$ cat src/rtl/layer00_sched_if.sv
// Scheduler-side bundle: controller handshake, weight buffer read port and MAC/parser hooks.
// master = scheduler, slave = surrounding layer00 datapath and network controller.
interface layer00_sched_if #(
  parameter int CH_W = 4
);
  logic            iLayerStart;
  logic            iAbort;
  logic            oBusy;
  logic            oDone;
  logic            oWbufRe;
  logic [CH_W-1:0] oWbufAddr;
  logic [87:0]     iWbufData;
  logic [7:0]      oWeight0;
  logic [7:0]      oWeight1;
  logic [7:0]      oWeight2;
  logic [7:0]      oWeight3;
  logic [7:0]      oWeight4;
  logic [7:0]      oWeight5;
  logic [7:0]      oWeight6;
  logic [7:0]      oWeight7;
  logic [7:0]      oWeight8;
  logic [15:0]     oBias;
  logic            oParseStart;
  logic            iMacOutVld;
  logic [CH_W-1:0] oChIdx;
  logic            oErr;

  modport master (
    input  iLayerStart, iAbort, iWbufData, iMacOutVld,
    output oBusy, oDone, oWbufRe, oWbufAddr,
           oWeight0, oWeight1, oWeight2, oWeight3, oWeight4,
           oWeight5, oWeight6, oWeight7, oWeight8, oBias,
           oParseStart, oChIdx, oErr
  );

  modport slave (
    output iLayerStart, iAbort, iWbufData, iMacOutVld,
    input  oBusy, oDone, oWbufRe, oWbufAddr,
           oWeight0, oWeight1, oWeight2, oWeight3, oWeight4,
           oWeight5, oWeight6, oWeight7, oWeight8, oBias,
           oParseStart, oChIdx, oErr
  );
endinterface

$ cat src/rtl/layer00_sched.sv
// Per-layer scheduler: fetches weights/bias per output channel, kicks the parser, counts MAC outputs.
// Optional busy-cycle counter oCycleCnt when LAYER00_SCHED_PERF_EN is defined.
module layer00_sched #(
  parameter int NUM_OCH    = 16,
  parameter int OUT_PER_CH = 4096,
  parameter int CH_W       = 4,
  parameter int CNT_W      = 16
) (
  input  logic          clk,
  input  logic          rst,
  layer00_sched_if.master bus
`ifdef LAYER00_SCHED_PERF_EN
  ,
  output logic [31:0]   oCycleCnt
`endif
);

  // state | meaning
  // IDLE  | waiting for iLayerStart       FETCH | weight buffer read   LATCH | capture weights/bias
  // START | parser start pulse           RUN   | count MAC valids     NEXT  | advance channel
  // DONE  | layer-complete pulse
  typedef enum logic [2:0] {
    S_IDLE, S_FETCH, S_LATCH, S_START, S_RUN, S_NEXT, S_DONE
  } state_t;

  localparam logic [CNT_W-1:0] LP_OUT  = CNT_W'(OUT_PER_CH);
  localparam logic [CH_W-1:0]  LP_LAST = CH_W'(NUM_OCH - 1);

  state_t           r_state;
  state_t           w_next;
  logic [CH_W-1:0]  r_ch;
  logic [CNT_W-1:0] r_cnt;
  logic             r_err;
  logic [7:0]       r_wgt [9];
  logic [15:0]      r_bias;

  logic             w_start_acc;
  logic             w_abort;
  logic [CNT_W-1:0] w_cnt_inc;
  logic             w_last_vld;

  assign w_start_acc = (r_state == S_IDLE) && bus.iLayerStart;
  assign w_abort     = (r_state != S_IDLE) && bus.iAbort;
  assign w_cnt_inc   = r_cnt + 1'b1;
  assign w_last_vld  = (r_state == S_RUN) && bus.iMacOutVld && (w_cnt_inc == LP_OUT);

  always_ff @(posedge clk) begin
    if (rst) r_state <= S_IDLE;
    else     r_state <= w_next;
  end

  always_comb begin
    w_next          = r_state;
    bus.oBusy       = (r_state != S_IDLE);
    bus.oWbufRe     = 1'b0;
    bus.oParseStart = 1'b0;
    bus.oDone       = 1'b0;
    case (r_state)
      S_IDLE:  if (w_start_acc) w_next = S_FETCH;
      S_FETCH: begin
        bus.oWbufRe = 1'b1;
        w_next      = S_LATCH;
      end
      S_LATCH: w_next = S_START;
      S_START: begin
        bus.oParseStart = 1'b1;
        w_next          = S_RUN;
      end
      S_RUN:   if (w_last_vld) w_next = S_NEXT;
      S_NEXT:  w_next = (r_ch == LP_LAST) ? S_DONE : S_FETCH;
      S_DONE: begin
        bus.oDone = 1'b1;
        w_next    = S_IDLE;
      end
      default: w_next = S_IDLE;
    endcase
    // Abort beats every other transition but only outside IDLE.
    if (w_abort) w_next = S_IDLE;
  end

  always_ff @(posedge clk) begin
    if (rst) begin
      r_ch   <= '0;
      r_cnt  <= '0;
      r_err  <= 1'b0;
      r_bias <= '0;
      for (int k = 0; k < 9; k++) r_wgt[k] <= '0;
    end else begin
      if (w_abort) begin
        r_ch  <= '0;
        r_cnt <= '0;
      end else begin
        case (r_state)
          S_IDLE:  if (w_start_acc) r_ch <= '0;
          S_LATCH: begin
            for (int k = 0; k < 9; k++) r_wgt[k] <= bus.iWbufData[8*k +: 8];
            r_bias <= bus.iWbufData[87:72];
          end
          S_START: r_cnt <= '0;
          S_RUN:   if (bus.iMacOutVld) r_cnt <= w_cnt_inc;
          S_NEXT:  if (r_ch != LP_LAST) r_ch <= r_ch + 1'b1;
          default: ;
        endcase
      end
      // A fresh layer wipes the error even if a stray valid arrives alongside the start.
      if (w_start_acc)                              r_err <= 1'b0;
      else if (bus.iMacOutVld && r_state != S_RUN) r_err <= 1'b1;
    end
  end

  assign bus.oWbufAddr = r_ch;
  assign bus.oChIdx    = r_ch;
  assign bus.oErr      = r_err;
  assign bus.oWeight0  = r_wgt[0];
  assign bus.oWeight1  = r_wgt[1];
  assign bus.oWeight2  = r_wgt[2];
  assign bus.oWeight3  = r_wgt[3];
  assign bus.oWeight4  = r_wgt[4];
  assign bus.oWeight5  = r_wgt[5];
  assign bus.oWeight6  = r_wgt[6];
  assign bus.oWeight7  = r_wgt[7];
  assign bus.oWeight8  = r_wgt[8];
  assign bus.oBias     = r_bias;

`ifdef LAYER00_SCHED_PERF_EN
  logic [31:0] r_cyc;

  always_ff @(posedge clk) begin
    if (rst)                                          r_cyc <= '0;
    else if (w_start_acc)                             r_cyc <= '0;
    else if (r_state != S_IDLE && r_cyc != 32'hFFFF_FFFF) r_cyc <= r_cyc + 1'b1;
  end

  assign oCycleCnt = r_cyc;
`endif

endmodule
$ cat src/flat_wrapper.sv
// flat-port wrapper written by rule: the top's interface ports become plain ports
module layer00_sched_flat 
#(
  parameter int NUM_OCH    = 16,
  parameter int OUT_PER_CH = 4096,
  parameter int CH_W       = 4,
  parameter int CNT_W      = 16
)
  (clk, rst, bus_iLayerStart, bus_iAbort, bus_iWbufData, bus_iMacOutVld, bus_oBusy, bus_oDone, bus_oWbufRe, bus_oWbufAddr, bus_oWeight0, bus_oWeight1, bus_oWeight2, bus_oWeight3, bus_oWeight4, bus_oWeight5, bus_oWeight6, bus_oWeight7, bus_oWeight8, bus_oBias, bus_oParseStart, bus_oChIdx, bus_oErr);
  layer00_sched_if #(.CH_W(CH_W)) bus_i ();
  input  logic clk;
  input  logic rst;
  input wire logic [$bits(bus_i.iLayerStart)-1:0] bus_iLayerStart;
  input wire logic [$bits(bus_i.iAbort)-1:0] bus_iAbort;
  input wire logic [$bits(bus_i.iWbufData)-1:0] bus_iWbufData;
  input wire logic [$bits(bus_i.iMacOutVld)-1:0] bus_iMacOutVld;
  output wire logic [$bits(bus_i.oBusy)-1:0] bus_oBusy;
  output wire logic [$bits(bus_i.oDone)-1:0] bus_oDone;
  output wire logic [$bits(bus_i.oWbufRe)-1:0] bus_oWbufRe;
  output wire logic [$bits(bus_i.oWbufAddr)-1:0] bus_oWbufAddr;
  output wire logic [$bits(bus_i.oWeight0)-1:0] bus_oWeight0;
  output wire logic [$bits(bus_i.oWeight1)-1:0] bus_oWeight1;
  output wire logic [$bits(bus_i.oWeight2)-1:0] bus_oWeight2;
  output wire logic [$bits(bus_i.oWeight3)-1:0] bus_oWeight3;
  output wire logic [$bits(bus_i.oWeight4)-1:0] bus_oWeight4;
  output wire logic [$bits(bus_i.oWeight5)-1:0] bus_oWeight5;
  output wire logic [$bits(bus_i.oWeight6)-1:0] bus_oWeight6;
  output wire logic [$bits(bus_i.oWeight7)-1:0] bus_oWeight7;
  output wire logic [$bits(bus_i.oWeight8)-1:0] bus_oWeight8;
  output wire logic [$bits(bus_i.oBias)-1:0] bus_oBias;
  output wire logic [$bits(bus_i.oParseStart)-1:0] bus_oParseStart;
  output wire logic [$bits(bus_i.oChIdx)-1:0] bus_oChIdx;
  output wire logic [$bits(bus_i.oErr)-1:0] bus_oErr;
  assign bus_i.iLayerStart = bus_iLayerStart;
  assign bus_i.iAbort = bus_iAbort;
  assign bus_i.iWbufData = bus_iWbufData;
  assign bus_i.iMacOutVld = bus_iMacOutVld;
  assign bus_oBusy = bus_i.oBusy;
  assign bus_oDone = bus_i.oDone;
  assign bus_oWbufRe = bus_i.oWbufRe;
  assign bus_oWbufAddr = bus_i.oWbufAddr;
  assign bus_oWeight0 = bus_i.oWeight0;
  assign bus_oWeight1 = bus_i.oWeight1;
  assign bus_oWeight2 = bus_i.oWeight2;
  assign bus_oWeight3 = bus_i.oWeight3;
  assign bus_oWeight4 = bus_i.oWeight4;
  assign bus_oWeight5 = bus_i.oWeight5;
  assign bus_oWeight6 = bus_i.oWeight6;
  assign bus_oWeight7 = bus_i.oWeight7;
  assign bus_oWeight8 = bus_i.oWeight8;
  assign bus_oBias = bus_i.oBias;
  assign bus_oParseStart = bus_i.oParseStart;
  assign bus_oChIdx = bus_i.oChIdx;
  assign bus_oErr = bus_i.oErr;
  layer00_sched #(.NUM_OCH(NUM_OCH), .OUT_PER_CH(OUT_PER_CH), .CH_W(CH_W), .CNT_W(CNT_W)) u_core (.clk(clk), .rst(rst), .bus(bus_i));
endmodule
$ cat config.mk
export PLATFORM = sky130hd
export DESIGN_NAME = layer00_sched_flat
export DESIGN_NICKNAME = d
export VERILOG_FILES = /design/src/rtl/layer00_sched_if.sv /design/src/rtl/layer00_sched.sv /design/src/flat_wrapper.sv
export SDC_FILE = /design/constraint.sdc
export NUM_CORES = 1
export LEC_CHECK = 0
export BUFFER_PORTS_ARGS = -buffer_cell sky130_fd_sc_hd__buf_4
export CAP_MARGIN = 20
export CELL_PAD_IN_SITES_DETAIL_PLACEMENT = 0
export CELL_PAD_IN_SITES_GLOBAL_PLACEMENT = 1
export CORE_MARGIN = 2
export CORE_UTILIZATION = 36
export DETAILED_ROUTE_END_ITERATION = 6
export GPL_TIMING_DRIVEN = 0
export PLACE_DENSITY = 0.89
export SYNTH_ARGS = -nofsm -noshare
export SYNTH_HDL_FRONTEND = slang
export SYNTH_SLANG_ARGS = --single-unit
export TNS_END_PERCENT = 5
$ cat constraint.sdc
create_clock -name clk -period 4.2 [get_ports clk]
set_input_delay 0.84 -clock clk [delete_from_list [all_inputs] [get_ports clk]]
set_output_delay 0.84 -clock clk [all_outputs]
set_load 0.01 [all_outputs]
[After elaboration in Yosys (flattened, before gate mapping)]
Memories as Yosys holds them, arrays and structs flattened.
Cells that the tools add are included.
Storage, ports and cells
  flip-flop bits (word level): 40
  memory bits (writable): 72
  input bits: 93
  word-level logic and storage cells: 74
  memories: 1
Cells by class
  add/subtract/negate cells: 2
  equal/unequal tests: 14
  multiplexer cells: 27
  bitwise logic cells: 10
  reduce and logical (&&, ||, !) cells: 15
Memories
  u_core.r_wgt: words 9, bits a word 8, read ports 9, clocked after memory_dff 0, wr ports 9, line layer00_sched.sv:34  | logic [7:0] r_wgt [9];
Operator list (number)
  two-way mux 8 bit: 9
  case mux 16 bit (2 select lines): 1
  case mux 3 bit (6 select lines): 1
  adder 16 x 1 -> 16 bit, second input constant: 1
  == test 16 x 13 -> 1 bit, second input constant: 1
  two-way mux 16 bit: 1
  == test 3 bit, second input constant: 3
  two-way mux 1 bit: 9
  two-way mux 3 bit: 3
  OR 1 bit: 9
  two-way mux 4 bit: 2
  case mux 4 bit (2 select lines): 1
  == test 3 x 2 -> 1 bit, second input constant: 2
  != test 2 x 1 -> 1 bit, second input constant: 3
  AND reduction 2 bit: 3
  logical AND 1 bit: 5
  adder 4 x 1 -> 4 bit, second input constant: 1
  == test 4 bit, second input constant: 1
  != test 4 bit, second input constant: 1
  nonzero test 2 bit: 2
  OR reduction 2 bit: 2
  == test 3 x 1 -> 1 bit, second input constant: 1
  zero test 3 bit: 1
  != test 3 bit, second input constant: 1
  other kinds (4): 4

[Logic depth before layout (Yosys ltp)]
  depth after elaboration: 6
  gate-level depth with buffers: 7

[Worst setup path after synthesis]
Ideal clock, no wire load.
  path type: in2reg
  start: in bus_iAbort
  end: mem u_core.r_wgt[0][0], enable pin
  arrival: 3.046 ns
  path slack: 0.712 ns
  cell stages on the path: 3
  path buffers: 1
  cell sequence: or3_1 clkbuf_1 nand2b_1
RTL lines
  start, declared: line flat_wrapper.sv:14  | input wire logic [$bits(bus_i.iAbort)-1:0] bus_iAbort;
  end, declared: line layer00_sched.sv:34

==> results.cfg <==
[run_status]
status = finished clean

[sta]
setup_ws_ns = 1.83
period_share = 0.564
grt_setup_unrepaired = no
fmax_mhz = 422
slew_headroom = 0.378
period_needed_ns = 2.37
finalHoldViolations = 0
drv_slew = 0
tightest_slew_ns = 0.933
finClkSkew_ns = 0.0105
finalSetupViolCount = 0

[setup_path]
reg2reg_to = u_core.r_wgt[0][51]$_SDFFCE_PN0P_
cp-start-kind = input pin
cp_slowest_cell = nand2b_4
worstPathRequired_ns = 4.17
critPathMaxFanout = 72
crit_type = input pin to flop
path_cells = buf_4, or3_1, clkbuf_1, nand2b_4
crit_path_max_incr_delay_ns = 0.76
r2r_slack_ns = 1.92
reg2reg_depth = 4
r2r-start = u_core.r_state[0]$_SDFFE_PP0P_
worstPathArrival_ns = 2.34
end_kind = flop

[routing]
routed_wl_um = 12400
top_layer_used = met4
vias = 3876
wire_per_inst_um = 15.4
viasPerCell = 4.81
drt_iter0_drc = 318
drt_first_pass_iters = 6
drc_errors = 0
wl_met1_um = 5120
ant_nets = 0
wl_met3_um = 842
wl_met2_um = 6150

[synthesis]
netlist_area_sq_um = 4700
ys_ff_latch = 112
synth_edf_count = 72
syn_nets = 519
synthArstFlopShare = 0
yosys_warnings = 0
ys.flop_type = edfxtp_1
synth_cell_types = 45
synth_seq_area_share = 0.630
syn_inst = 424
syn_avg_cell_area_sq_um = 11.1

[power]
p_int_w = 0.00179
switching_share = 0.242
fin_total_pwr_w = 0.00237
switching_power_w = 0.000574
p_per_area_nw_per_um2 = 355
p_leak_nw = 2.81
ir_worst_vdd_mv = 0.184
clockPowerShare = 0.358
p_seq_frac = 0.525
combPwrFrac = 0.117

[floorplan]
die_height_um = 118
ios = 194
coreArea_sq_um = 12700
design.die.area_sq_um = 14000
initial_core_util = 0.371
die_w_um = 118
rows = 41

[place]
post-place-ws_ns = 1.43
dp_hpwl_um = 9200
gp_congestion = 0.803
portBuffers = 193

[clock_tree]
clock_sinks = 112
root_buffer = clkbuf_16
post_cts_resized = 0
clock_latency_ns = 0.35
numCtsBuffers = 9
clk_pin_slew_ns = 0.07
post_cts_buffers = 0
cts_tree = done
cts_max_level = 3
clk_path_buf_depth = 2
ctsHoldBuffers = 0

[grt]
antenna_found_initial = 0
grt_pass1_vias = 3752
gr-total-overflow = 0
grt_max_degree = 73
grtUsageTotal = 0.177
grt_first_pass_wirelength_um = 19600

[layout]
utilization = 0.526
syn_to_final_growth_pct = 41.9
diodes = 0
drive_above_1_share = 0.352
layout.nets = 723

[hold_path]
whs_endpoint = u_core.bus.oBias[3]$_SDFFE_PP0P_
hp-class = flop to flop
holdPathStages = 2
hp-start = u_core.bus.oBias[3]$_SDFFE_PP0P_

[run]
drv_cap = 0
[layer usage]
metal / up-vias / track usage
met2: 151 / 0.297
li1: 1896 / -
met3: 22 / 0.0463
met4: 0 / 0.0663
met1: 1807 / 0.218
met5: - / 0
[cell usage in the layout, fill, tap and decap left out, types with 3 or more instances in the layout]
master / synthesis / final
buf_4: 4 / 197
and2_1: 73 / 73
edfxtp_1: 72 / 72
nand2_1: 44 / 44
a21oi_1: 43 / 43
dfxtp_1: 40 / 40
nor2_1: 27 / 27
clkbuf_1: 21 / 21
o21ai_0: 10 / 10
nand4_1: 9 / 9
clkbuf_16: 0 / 9
or3_1: 8 / 8
nand3_1: 7 / 7
and3_1: 5 / 5
nor3_1: 5 / 5
xnor2_1: 4 / 4
buf_2: 3 / 3
nand3b_1: 3 / 3
o21bai_1: 3 / 3
a31oi_1: 3 / 3
nor4_1: 3 / 3
a211o_1: 3 / 3
inv_8: 0 / 3
[synthesized netlist by cell type, drive strengths merged (7+ instances only)]
| master | count | area, sq um |
|---|---|---|
| or3 | 9 | 61.3 |
| nand3 | 7 | 35.0 |
| nand4 | 9 | 56.3 |
| clkbuf | 21 | 78.8 |
| and2 | 73 | 457 |
| nor2 | 28 | 108 |
| edfxtp | 72 | 2160 |
| dfxtp | 40 | 801 |
| buf | 9 | 60.1 |
| a21oi | 43 | 215 |
| o21ai | 12 | 60.1 |
| nand2 | 44 | 165 |
[power groups by stage]
stage | clock [W] | sequential, W | combinational, W
after detailed placement | 0 | 0.00127 | 0.000279
final | 0.000848 | 0.00124 | 0.000276
after global routing | 0.000903 | 0.00125 | 0.000299
after CTS | 0.000864 | 0.00124 | 0.000280
after floorplan | 0 | 0.00130 | 0.0000817
after global placement | 0 | 0.00127 | 0.000275
[final cells by class]
type                            count  area, sq um
Fill cell                        1093         6000
Sequential cell                   112         2960
Multi-Input combinational cell    280         1600
Timing Repair Buffer              193         1450
Clock buffer                        9          225
Tap cell                          172          215
Buffer                             30          139
Clock inverter                      7         72.6
Inverter                            2         7.51
[how the worst max path moves through the flow]
stage                          start                           endpoint  slack [ns]  cells past startpoint
after floorplan           bus_iAbort   u_core.r_wgt[0][0]$_SDFFCE_PN0P_        0.71                      3
after global routing      bus_iAbort  u_core.r_wgt[0][67]$_SDFFCE_PN0P_        1.68                      4
after CTS                 bus_iAbort  u_core.r_wgt[0][67]$_SDFFCE_PN0P_        1.80                      4
after global placement    bus_iAbort  u_core.r_wgt[0][65]$_SDFFCE_PN0P_       -0.09                      4
final                     bus_iAbort  u_core.r_wgt[0][51]$_SDFFCE_PN0P_        1.83                      4
after detailed placement  bus_iAbort  u_core.r_wgt[0][69]$_SDFFCE_PN0P_        1.43                      4
[state kept, by name, indices dropped and copies added (netlist names)]
register / count
u_core.bus.oErr: 1
u_core.r_state: 3
u_core.bus.oBias: 16
u_core.r_cnt: 16
u_core.bus.oChIdx: 4
u_core.r_wgt: 72
[per-stage QoR]
stage	area (sq um)	instances	setup TNS, ns	hold slack (ns)
after floorplan	4700	424	0	0.472
after global placement	6360	789	-6.00	0.444
after detailed placement	6370	789	0	0.448
after CTS	6670	805	0	0.459
after global routing	6670	805	0	0.479
final	6670	805	0	0.456
[cell families (layout without fill, tap and decap cells)]
| family | Yosys count | after routing | share of synthesized area |
|---|---|---|---|
| multiplexers | 2 | 2 | 0.00426 |
| AO/OA/AOI/OAI | 73 | 73 | 0.0884 |
| XOR/XNOR | 6 | 6 | 0.0112 |
| flip-flops | 112 | 112 | 0.630 |
| AND/OR/NAND/NOR | 197 | 197 | 0.229 |
| buffers and inverters | 32 | 241 | 0.0312 |
| adder cells (fa/ha/maj) | 2 | 2 | 0.00532 |
[critical path: cells and delay by family]
kind | cells | cell delay, ns
and+or+nand+nor | 2 | 1.09
buffers and inverters | 2 | 0.37
Note: power is estimated with default switching activity, not from simulation.
